<file path="src/rtl/ysyx_24090012_pkg.sv">
`default_nettype none
// ============================================================================
// Module   : ysyx_24090012_pkg
// Purpose  : Shared definitions for the instruction fetch unit: FSM state
//            encoding, fetch fault codes and the default reset PC.
// Ports    : none (package)
// Revision : 1.0 - initial release
// ============================================================================
package ysyx_24090012_pkg;

  // Fetch FSM states; the encoding is visible on the debug state output.
  typedef enum logic [1:0] {
    S_REQ       = 2'd0,
    S_WAIT_RESP = 2'd1,
    S_HOLD      = 2'd2,
    S_WAIT_NPC  = 2'd3
  } ifu_state_e;

  // Fault codes reported alongside the instruction.
  localparam logic [1:0] C_FAULT_NONE     = 2'd0;
  localparam logic [1:0] C_FAULT_MISALIGN = 2'd1;
  localparam logic [1:0] C_FAULT_ACCESS   = 2'd2;
  localparam logic [1:0] C_FAULT_TIMEOUT  = 2'd3;

  localparam logic [31:0] C_RESET_PC_DEFAULT = 32'h8000_0000;

endpackage
`default_nettype wire

</file>
<file path="src/rtl/ysyx_24090012_ifu.sv">
`default_nettype none
// ============================================================================
// Module   : ysyx_24090012_ifu
// Purpose  : Instruction fetch unit. Holds the PC, issues one read per
//            instruction, hands the word (plus PC and fault code) to the IDU
//            over valid/ready, then waits for the commit-time next PC.
// Ports    : clock/reset        - clock, synchronous active-low reset
//            mem_ar*            - read request (address = PC)
//            mem_r*             - read response (data, resp, handshake)
//            ifu_valid/ready    - instruction handshake towards the IDU
//            inst/ifu_to_idu_pc - fetched word and its PC
//            ifu_fault          - 0 none, 1 misaligned, 2 access, 3 timeout
//            npc_valid/npc      - next PC from the commit stage
//            state_out          - debug view of the FSM state
//            perf_fetch_cnt     - number of IDU handshakes
// Revision : 1.0 - initial release
// ============================================================================
module ysyx_24090012_ifu
  import ysyx_24090012_pkg::*;
#(
  parameter logic [31:0] RESET_PC = C_RESET_PC_DEFAULT,
  parameter int unsigned TIMEOUT  = 255
) (
  input  logic        clock,
  input  logic        reset,
  output logic        mem_arvalid,
  output logic [31:0] mem_araddr,
  input  logic        mem_arready,
  input  logic        mem_rvalid,
  input  logic [31:0] mem_rdata,
  input  logic [1:0]  mem_rresp,
  output logic        mem_rready,
  output logic        ifu_valid,
  input  logic        ifu_ready,
  output logic [31:0] inst,
  output logic [31:0] ifu_to_idu_pc,
  output logic [1:0]  ifu_fault,
  input  logic        npc_valid,
  input  logic [31:0] npc,
  output logic [2:0]  state_out,
  output logic [31:0] perf_fetch_cnt
);

  // Counter value at which the current wait cycle is the last one allowed.
  localparam logic [7:0] C_CNT_LAST = 8'(TIMEOUT - 32'd1);

  ifu_state_e  r_state;
  logic [31:0] r_pc;
  logic [31:0] r_inst;
  logic [31:0] r_npc_pc;
  logic [31:0] r_perf;
  logic [1:0]  r_fault;
  logic [7:0]  r_cnt;
  logic        r_arvalid;
  logic        r_rready;
  logic        r_ifu_valid;
  logic        r_npc_pend;
  logic        r_drain;

  logic        w_drain_nxt;
  logic [31:0] w_npc_sel;

  // Drain flag value after this cycle: a response seen while draining is
  // the stale one from the timed-out request and clears it.
  assign w_drain_nxt = r_drain && !mem_rvalid;
  // A fresh pulse takes priority over an older pending value.
  assign w_npc_sel   = npc_valid ? npc : r_npc_pc;

  always_ff @(posedge clock) begin
    if (!reset) begin
      r_state     <= S_REQ;
      r_pc        <= RESET_PC;
      r_inst      <= '0;
      r_npc_pc    <= '0;
      r_perf      <= '0;
      r_fault     <= C_FAULT_NONE;
      r_cnt       <= '0;
      r_arvalid   <= 1'b0;
      r_rready    <= 1'b0;
      r_ifu_valid <= 1'b0;
      r_npc_pend  <= 1'b0;
      r_drain     <= 1'b0;
    end else begin
      // The commit stage may run ahead of us; remember its npc.
      if (npc_valid && r_state != S_WAIT_NPC) begin
        r_npc_pend <= 1'b1;
        r_npc_pc   <= npc;
      end
      if (r_drain && mem_rvalid) begin
        r_drain <= 1'b0;
      end

      case (r_state)
        S_REQ: begin
          r_rready <= w_drain_nxt;
          if (r_arvalid && mem_arready) begin
            r_arvalid <= 1'b0;
            r_rready  <= 1'b1;
            r_cnt     <= '0;
            r_state   <= S_WAIT_RESP;
          end else begin
            // Hold off the request until any stale response is drained.
            r_arvalid <= !w_drain_nxt;
          end
        end

        S_WAIT_RESP: begin
          if (mem_rvalid) begin
            r_rready    <= 1'b0;
            r_ifu_valid <= 1'b1;
            r_state     <= S_HOLD;
            if (mem_rresp != 2'b00) begin
              r_inst  <= '0;
              r_fault <= C_FAULT_ACCESS;
            end else begin
              r_inst  <= mem_rdata;
              r_fault <= C_FAULT_NONE;
            end
          end else if (r_cnt == C_CNT_LAST) begin
            // Give up; the response may still arrive later and must be
            // swallowed, so keep rready high via the drain flag.
            r_cnt       <= r_cnt + 8'd1;
            r_inst      <= '0;
            r_fault     <= C_FAULT_TIMEOUT;
            r_drain     <= 1'b1;
            r_rready    <= 1'b1;
            r_ifu_valid <= 1'b1;
            r_state     <= S_HOLD;
          end else begin
            r_cnt <= r_cnt + 8'd1;
          end
        end

        S_HOLD: begin
          r_rready <= w_drain_nxt;
          if (ifu_ready) begin
            r_ifu_valid <= 1'b0;
            r_perf      <= r_perf + 32'd1;
            r_state     <= S_WAIT_NPC;
          end
        end

        S_WAIT_NPC: begin
          r_rready <= w_drain_nxt;
          if (npc_valid || r_npc_pend) begin
            r_pc       <= w_npc_sel;
            r_npc_pend <= 1'b0;
            if (w_npc_sel[1:0] != 2'b00) begin
              // Misaligned target: report it without touching the bus.
              r_inst      <= '0;
              r_fault     <= C_FAULT_MISALIGN;
              r_ifu_valid <= 1'b1;
              r_state     <= S_HOLD;
            end else begin
              r_arvalid <= !w_drain_nxt;
              r_state   <= S_REQ;
            end
          end
        end

        default: r_state <= S_REQ;
      endcase
    end
  end

  assign mem_arvalid    = r_arvalid;
  assign mem_araddr     = r_pc;
  assign mem_rready     = r_rready;
  assign ifu_valid      = r_ifu_valid;
  assign inst           = r_inst;
  assign ifu_to_idu_pc  = r_pc;
  assign ifu_fault      = r_fault;
  assign state_out      = {1'b0, r_state};
  assign perf_fetch_cnt = r_perf;

endmodule
`default_nettype wire

</file>
<file path="config.mk">
export PLATFORM = sky130hd
export DESIGN_NAME = ysyx_24090012_ifu
export DESIGN_NICKNAME = d
export VERILOG_FILES = /design/src/rtl/ysyx_24090012_pkg.sv /design/src/rtl/ysyx_24090012_ifu.sv
export SDC_FILE = /design/constraint.sdc
export NUM_CORES = 1
export LEC_CHECK = 0
export ABC_AREA = 1
export BUFFER_PORTS_ARGS = -buffer_cell sky130_fd_sc_hd__buf_2
export CORE_UTILIZATION = 56
export DETAILED_ROUTE_END_ITERATION = 8
export HOLD_SLACK_MARGIN = 0.1
export MAX_ROUTING_LAYER = met4
export PLACE_DENSITY = 0.85
export SLEW_MARGIN = 25
export SYNTH_ARGS = -nofsm -noshare
export SYNTH_HDL_FRONTEND = slang
export SYNTH_SLANG_ARGS = --single-unit
</file>
<file path="constraint.sdc">
create_clock -name clock -period 4 [get_ports clock]
set_clock_uncertainty 0.2 [all_clocks]
set_input_delay 0.4 -clock clock [delete_from_list [all_inputs] [get_ports clock]]
set_output_delay 0.4 -clock clock [all_outputs]
set_load 0.005 [all_outputs]
</file>
After elaboration in Yosys (flattened, before gate mapping)
Index checks and enable logic that the tools add are counted.
{"block": "word_totals", "word_cells": 91, "in_bits": 72, "register_bits": 145}
{"block": "classes", "n_mux": 43, "n_addsub": 2, "n_reduce_logical": 22, "eq_ne": 12}
{"operator": "32-bit 2-to-1 mux", "n": 6}
{"operator": "32-bit one-hot mux with 2 select lines", "n": 1}
{"operator": "32-bit by 1-bit adder with 32-bit output, second input constant", "n": 1}
{"operator": "2-bit 2-to-1 mux", "n": 11}
{"operator": "1-bit 2-to-1 mux", "n": 17}
{"operator": "8-bit 2-to-1 mux", "n": 2}
{"operator": "8-bit one-hot mux with 2 select lines", "n": 1}
{"operator": "2-bit != test, second input constant", "n": 7}
{"operator": "2-bit nonzero test", "n": 5}
{"operator": "8-bit by 1-bit adder with 8-bit output, second input constant", "n": 1}
{"operator": "8-bit equality test, second input constant", "n": 1}
{"operator": "2-bit one-hot mux with 4 select lines", "n": 1}
{"operator": "4-bit AND reduction", "n": 2}
{"operator": "1-bit one-hot mux with 3 select lines", "n": 2}
{"operator": "3-bit AND reduction", "n": 2}
{"operator": "5-bit AND reduction", "n": 1}
{"operator": "2-bit equality test, second input constant", "n": 2}
{"operator": "1-bit logical AND", "n": 4}
{"operator": "2-bit one-hot mux with 2 select lines", "n": 1}
{"operator": "2-bit AND reduction", "n": 2}
{"operator": "3-bit != test, second input constant", "n": 1}
{"operator": "3-bit nonzero test", "n": 1}
{"operator": "2-bit by 1-bit equality test with 1-bit output, second input constant", "n": 1}
{"operator": "1-bit zero test", "n": 2}
{"operator": "other kinds (4)", "n": 4}

Longest topological paths before layout
{"block": "depth", "depth_word": 6, "depth_mapped": 10, "depth_no_buf": 10}

Worst setup path after synthesis
OpenSTA, ideal clock, no wires.
{"block": "synth_path", "path_type": "input -> register", "from": "input npc_valid", "to": "register r_inst[15] (netlist: inst[15])", "setup_slack_ns": 2.348, "required_ns": 3.730, "path_buffers": 2, "arrival_ns": 1.382, "cell_stages": 6, "path_cell_list": "buf_2 > nor2_2 > a21oi_4 > clkbuf_1 > nand4_1 > a21oi_1"}
{"block": "synth_via", "elab_chain_cells": 4, "elab_cells_between_ends": 6, "cone_classes": "2 x eq/ne; 1 x mux; 3 x reduce/logical"}
{"element": "start: declaration", "line": "ysyx_24090012_ifu.sv:38", "rtl": "input logic npc_valid,"}
{"element": "32-bit 2-to-1 mux", "line": "ysyx_24090012_ifu.sv:67", "rtl": "assign w_npc_sel = npc_valid ? npc : r_npc_pc;"}
{"element": "2-bit nonzero test", "line": "ysyx_24090012_ifu.sv:148", "rtl": "if (w_npc_sel[1:0] != 2'b00) begin"}
{"element": "2-bit != test (no line)"}
{"element": "4-bit AND reduction (no line) (*)"}
{"element": "end signal: assignment", "line": "ysyx_24090012_ifu.sv:116", "rtl": "r_inst <= mem_rdata;"}
{"element": "end: declaration", "line": "ysyx_24090012_ifu.sv:49", "rtl": "logic [31:0] r_inst;"}
Every way passes the cells marked *; elsewhere a longest branch is shown, timed or not.
A chain may end at the register's enable or synchronous reset.

Worst setup path in the final report
{"block": "layout_path", "from": "register r_state[1]", "to": "register r_npc_pc[12]"}
{"block": "layout_via", "elab_chain_cells": 2}
{"element": "start: declaration", "line": "ysyx_24090012_ifu.sv:47", "rtl": "ifu_state_e r_state;"}
{"element": "start signal: assignment", "line": "ysyx_24090012_ifu.sv:71", "rtl": "r_state <= S_REQ;"}
{"element": "start signal: assignment", "line": "ysyx_24090012_ifu.sv:100", "rtl": "r_state <= S_WAIT_RESP;"}
{"element": "start signal: assignment", "line": "ysyx_24090012_ifu.sv:111", "rtl": "r_state <= S_HOLD;"}
{"element": "2-bit != test", "line": "ysyx_24090012_ifu.sv:85", "rtl": "if (npc_valid && r_state != S_WAIT_NPC) begin"}
{"element": "1-bit logical AND", "line": "ysyx_24090012_ifu.sv:85"}
{"element": "end signal: assignment", "line": "ysyx_24090012_ifu.sv:87", "rtl": "r_npc_pc <= npc;"}
{"element": "end: declaration", "line": "ysyx_24090012_ifu.sv:50", "rtl": "logic [31:0] r_npc_pc;"}
No other way between the ends.

==> results.txt <==
Critical path's largest stage delay: 0.71 ns
Vias: 6968
Post-synthesis adder-cell area fraction: 0.00555
Pre-Repair DR Iteration Count: 8
H-tree depth: 4
Net Sw Frac: 0.298
RSZ-0062 raised after global routing: no
Comb pwr share: 0.191
Clock buffer depth: 2
Asr flop ratio synth: 0
Critical Path AT: 3.00 ns
FILL cells: 918
Worst endpoint required time: 4.15 ns
Worst r2r src: r_state[1]
Register area share after synthesis: 0.429
Clock power share: 0.407
Cts bufs inserted: 17
Worst-path clk slew: 0.06 ns
Hpwl dp: 11.4 mm
Post-Syn Nets: 1045
Antenna diodes: 0
Mapped Avg Cell Area: 6.98 sq um
Most frequent CP cell: inv_1
Final ANT Viol Nets: 0
Outcome: complete, but fails checks
Synth Area in Simple Gates: 0.311
RD Place Congestion: 0.846
TNS Setup: 0 ns
Synth area leader: dfxtp_1
Vias in the first global route: 6494
Worst slew pin tran: 0.978 ns
Setup violators final: 0
Top_reg_cell synth: dfxtp_1
Peak VDD IR: 0.313 mV
Largest net degree at the start of global routing: 64
Ports: 208
Post_cts resized: 0
Worst setup EP type: flip-flop
Cell depth of the worst flop-to-flop path: 7
Die X: 112 um
Core Footprint: 11600 sq um
Main combinational cell family by area after synthesis: simple AND/OR/NAND/NOR gates
Synth Area in XOR/XNOR: 0.00518
CTS Root Cell: clkbuf_16
Internal Power: 0.00289 W
Cell area after layout: 8490 sq um
Initial antenna violation count: 0
Die Ht: 112 um
Internal reg-to-reg setup slack: 1.16 ns
Min Tclk post-route: 2.84 ns
Switching power: 0.00123 W
Congestion Overflow GR: 0
Critical R2R Capture: r_npc_pc[12]
Max-Slew Margin vs Limit: 0.347
Starting Density: 0.583
Top cell type's share of synthesized area: 0.429
Yosys warning total: 0
Cell variety after synth: 35
Min-Delay Path Depth: 5
Leading post-synthesis cells by cell area: dfxtp_1, nand2_1, a21oi_1
Min-Delay Endpoint: inst[12]
Drc violations: 19
Wire length per cell: 14.0 um
Total Routing Usage GR: 0.304
Hold crit path type: in -> reg
Tcrit/Tclk final: 0.710
Final Max Tran Viols: 0
Placed instance area: 7540 sq um
DIE AREA: 12500 sq um
Synth Area in Compound Gates: 0.141
Final net count: 1223
Post-Synthesis Cells: 970
Leakage: 3.92 nW
Number of max-cap violations: 0
Seq cells post-synth: 145
Netlist Area Pre-Place: 6770 sq um
CTS tree: yes
Failing checks: DRC
Hold buffers post-CTS: 32
Mux contribution to synthesized area: 0
EDFF count, synth: 0
# clock sinks: 145
Clock latency on the worst-skew pair: 0.43 ns
Post-CTS setup buffers: 0
Number of hold violations in the final report: 0
I/O Buffers: 206
PD cells: 486 nW/um^2
Type of the worst setup path: reg -> reg
Final wirelength: 18.2 mm
Peak Freq: 352 MHz
Critical path peak fanout: 35
Number of vias per cell: 5.34
Crit start category: flip-flop
1st-iter DRT viols: 737
Area delta synth->final: 25.4%
Worst path cell trace: nand2_4 -> inv_1 -> nor2_2 -> buf_4 -> inv_1 -> nand2_1 -> a21oi_1
Row cnt: 39
Reg power frac: 0.402
Share of layout cells above drive strength 1: 0.229
Hold Startpoint: mem_rdata[12]
First-pass GRT wire length: 30.0 mm
CP max-delay cell: inv_1
-- cell type report --
class                           count  area [sq um]  share of cell area
Timing Repair Buffer              245          1400               0.165
Multi-Input combinational cell    676          3140               0.370
Clock inverter                     13           184              0.0217
Tap cell                          143           179              0.0211
Inverter                           63           236              0.0279
Clock buffer                       19           443              0.0522
Sequential cell                   145          2900               0.342
-- Yosys cell counts (2+ instances only) --
library cell and number:
o21ai_1 2, nand3_1 28, buf_4 34, buf_1 3
nor2_4 3, o21bai_1 2, nand2_1 283, buf_2 20
ha_1 3, inv_2 2, a211oi_1 3, nand2_4 2
a21oi_1 89, nor2_2 5, o21ai_0 48, xor2_1 4
inv_1 60, a31oi_1 31, buf_6 3, dfxtp_1 145
nand4_1 42, nor2_1 113, clkbuf_1 26, nor3_1 7
nand3_4 2
-- layer usage --
metal	up-vias	global-route usage	wire [um]
li1	3491	-	-
met2	267	0.523	8990
met1	3167	0.344	7730
met3	43	0.0626	1120
met4	0	0.118	387
met5	-	-	0
-- stage by stage --
step                      power [W]   util  instances  setup slack [ns]  hold slack [ns]
final                       0.00412  0.731       1304              1.16            0.143
after global routing        0.00431  0.731       1304             0.906            0.164
after CTS                   0.00413  0.730       1304              1.16            0.137
after detailed placement    0.00243  0.649       1240              1.21            0.242
after global placement      0.00241  0.649       1240              1.33            0.232
after floorplan             0.00224      -        970              2.35            0.221
-- placed cells by master, fill, tap and decap left out, types with 2 or more instances in the layout --
cell / count
a21oi_1: 89
nand2_4: 2
ha_1: 3
inv_2: 3
nand4_1: 42
nand3_4: 2
o21ai_1: 2
buf_4: 7
inv_6: 2
clkbuf_16: 17
dfxtp_1: 145
nor3_1: 7
inv_1: 60
nand2_2: 2
o21ai_0: 48
nor2_2: 4
bufinv_16: 4
a211oi_1: 3
xor2_1: 4
nor2_4: 4
nor2_1: 113
clkinv_2: 3
nand3_1: 28
clkinvlp_4: 3
o21bai_1: 2
dlygate4sd3_1: 32
a31oi_1: 31
buf_2: 206
nand2_1: 282
-- power by group through the flow --
stage | logic [W] | registers (W) | clock network (W)
floorplan | 0.000578 | 0.00166 | 0
global placement | 0.000737 | 0.00168 | 0
detailed placement | 0.000747 | 0.00168 | 0
global route | 0.000879 | 0.00167 | 0.00176
finish | 0.000787 | 0.00166 | 0.00168
CTS | 0.000781 | 0.00165 | 0.00169
-- critical path: cells and delay by family, from the launching register on --
family	cells	cell delay (ns)
AO/OA/AOI/OAI	1	0.16
buffers and inverters	3	1.24
flip-flops	1	0.61
AND/OR/NAND/NOR	3	0.54
-- sequential cells by signal (all words and copies together) (netlist names) --
name and flops:
ifu_valid 1, r_npc_pend 1, perf_fetch_cnt 32, r_state 2, r_cnt 8, mem_rready 1
r_drain 1, mem_arvalid 1, inst 32, ifu_fault 2, ifu_to_idu_pc 32, r_npc_pc 32
-- kinds of logic after synthesis --
group,after synthesis
XOR/XNOR,4
AO/OA/AOI/OAI,177
buffers and inverters,149
AND/OR/NAND/NOR,491
other,1
flip-flops,145
adder cells (fa/ha/maj),3
-- worst max-delay path by stage --
stage                     startpoint            to  slack, ns  depth (start not counted)
after global placement    r_state[1]  r_npc_pc[26]       1.33                          7
after floorplan            npc_valid      inst[15]       2.35                          6
after detailed placement  r_state[1]   r_npc_pc[7]       1.21                          7
final                     r_state[1]  r_npc_pc[12]       1.16                          7
after CTS                 r_state[1]  r_npc_pc[12]       1.16                          7
after global routing      r_state[1]   r_npc_pc[3]       0.91                          7
Power figures use the tool's default switching activity.
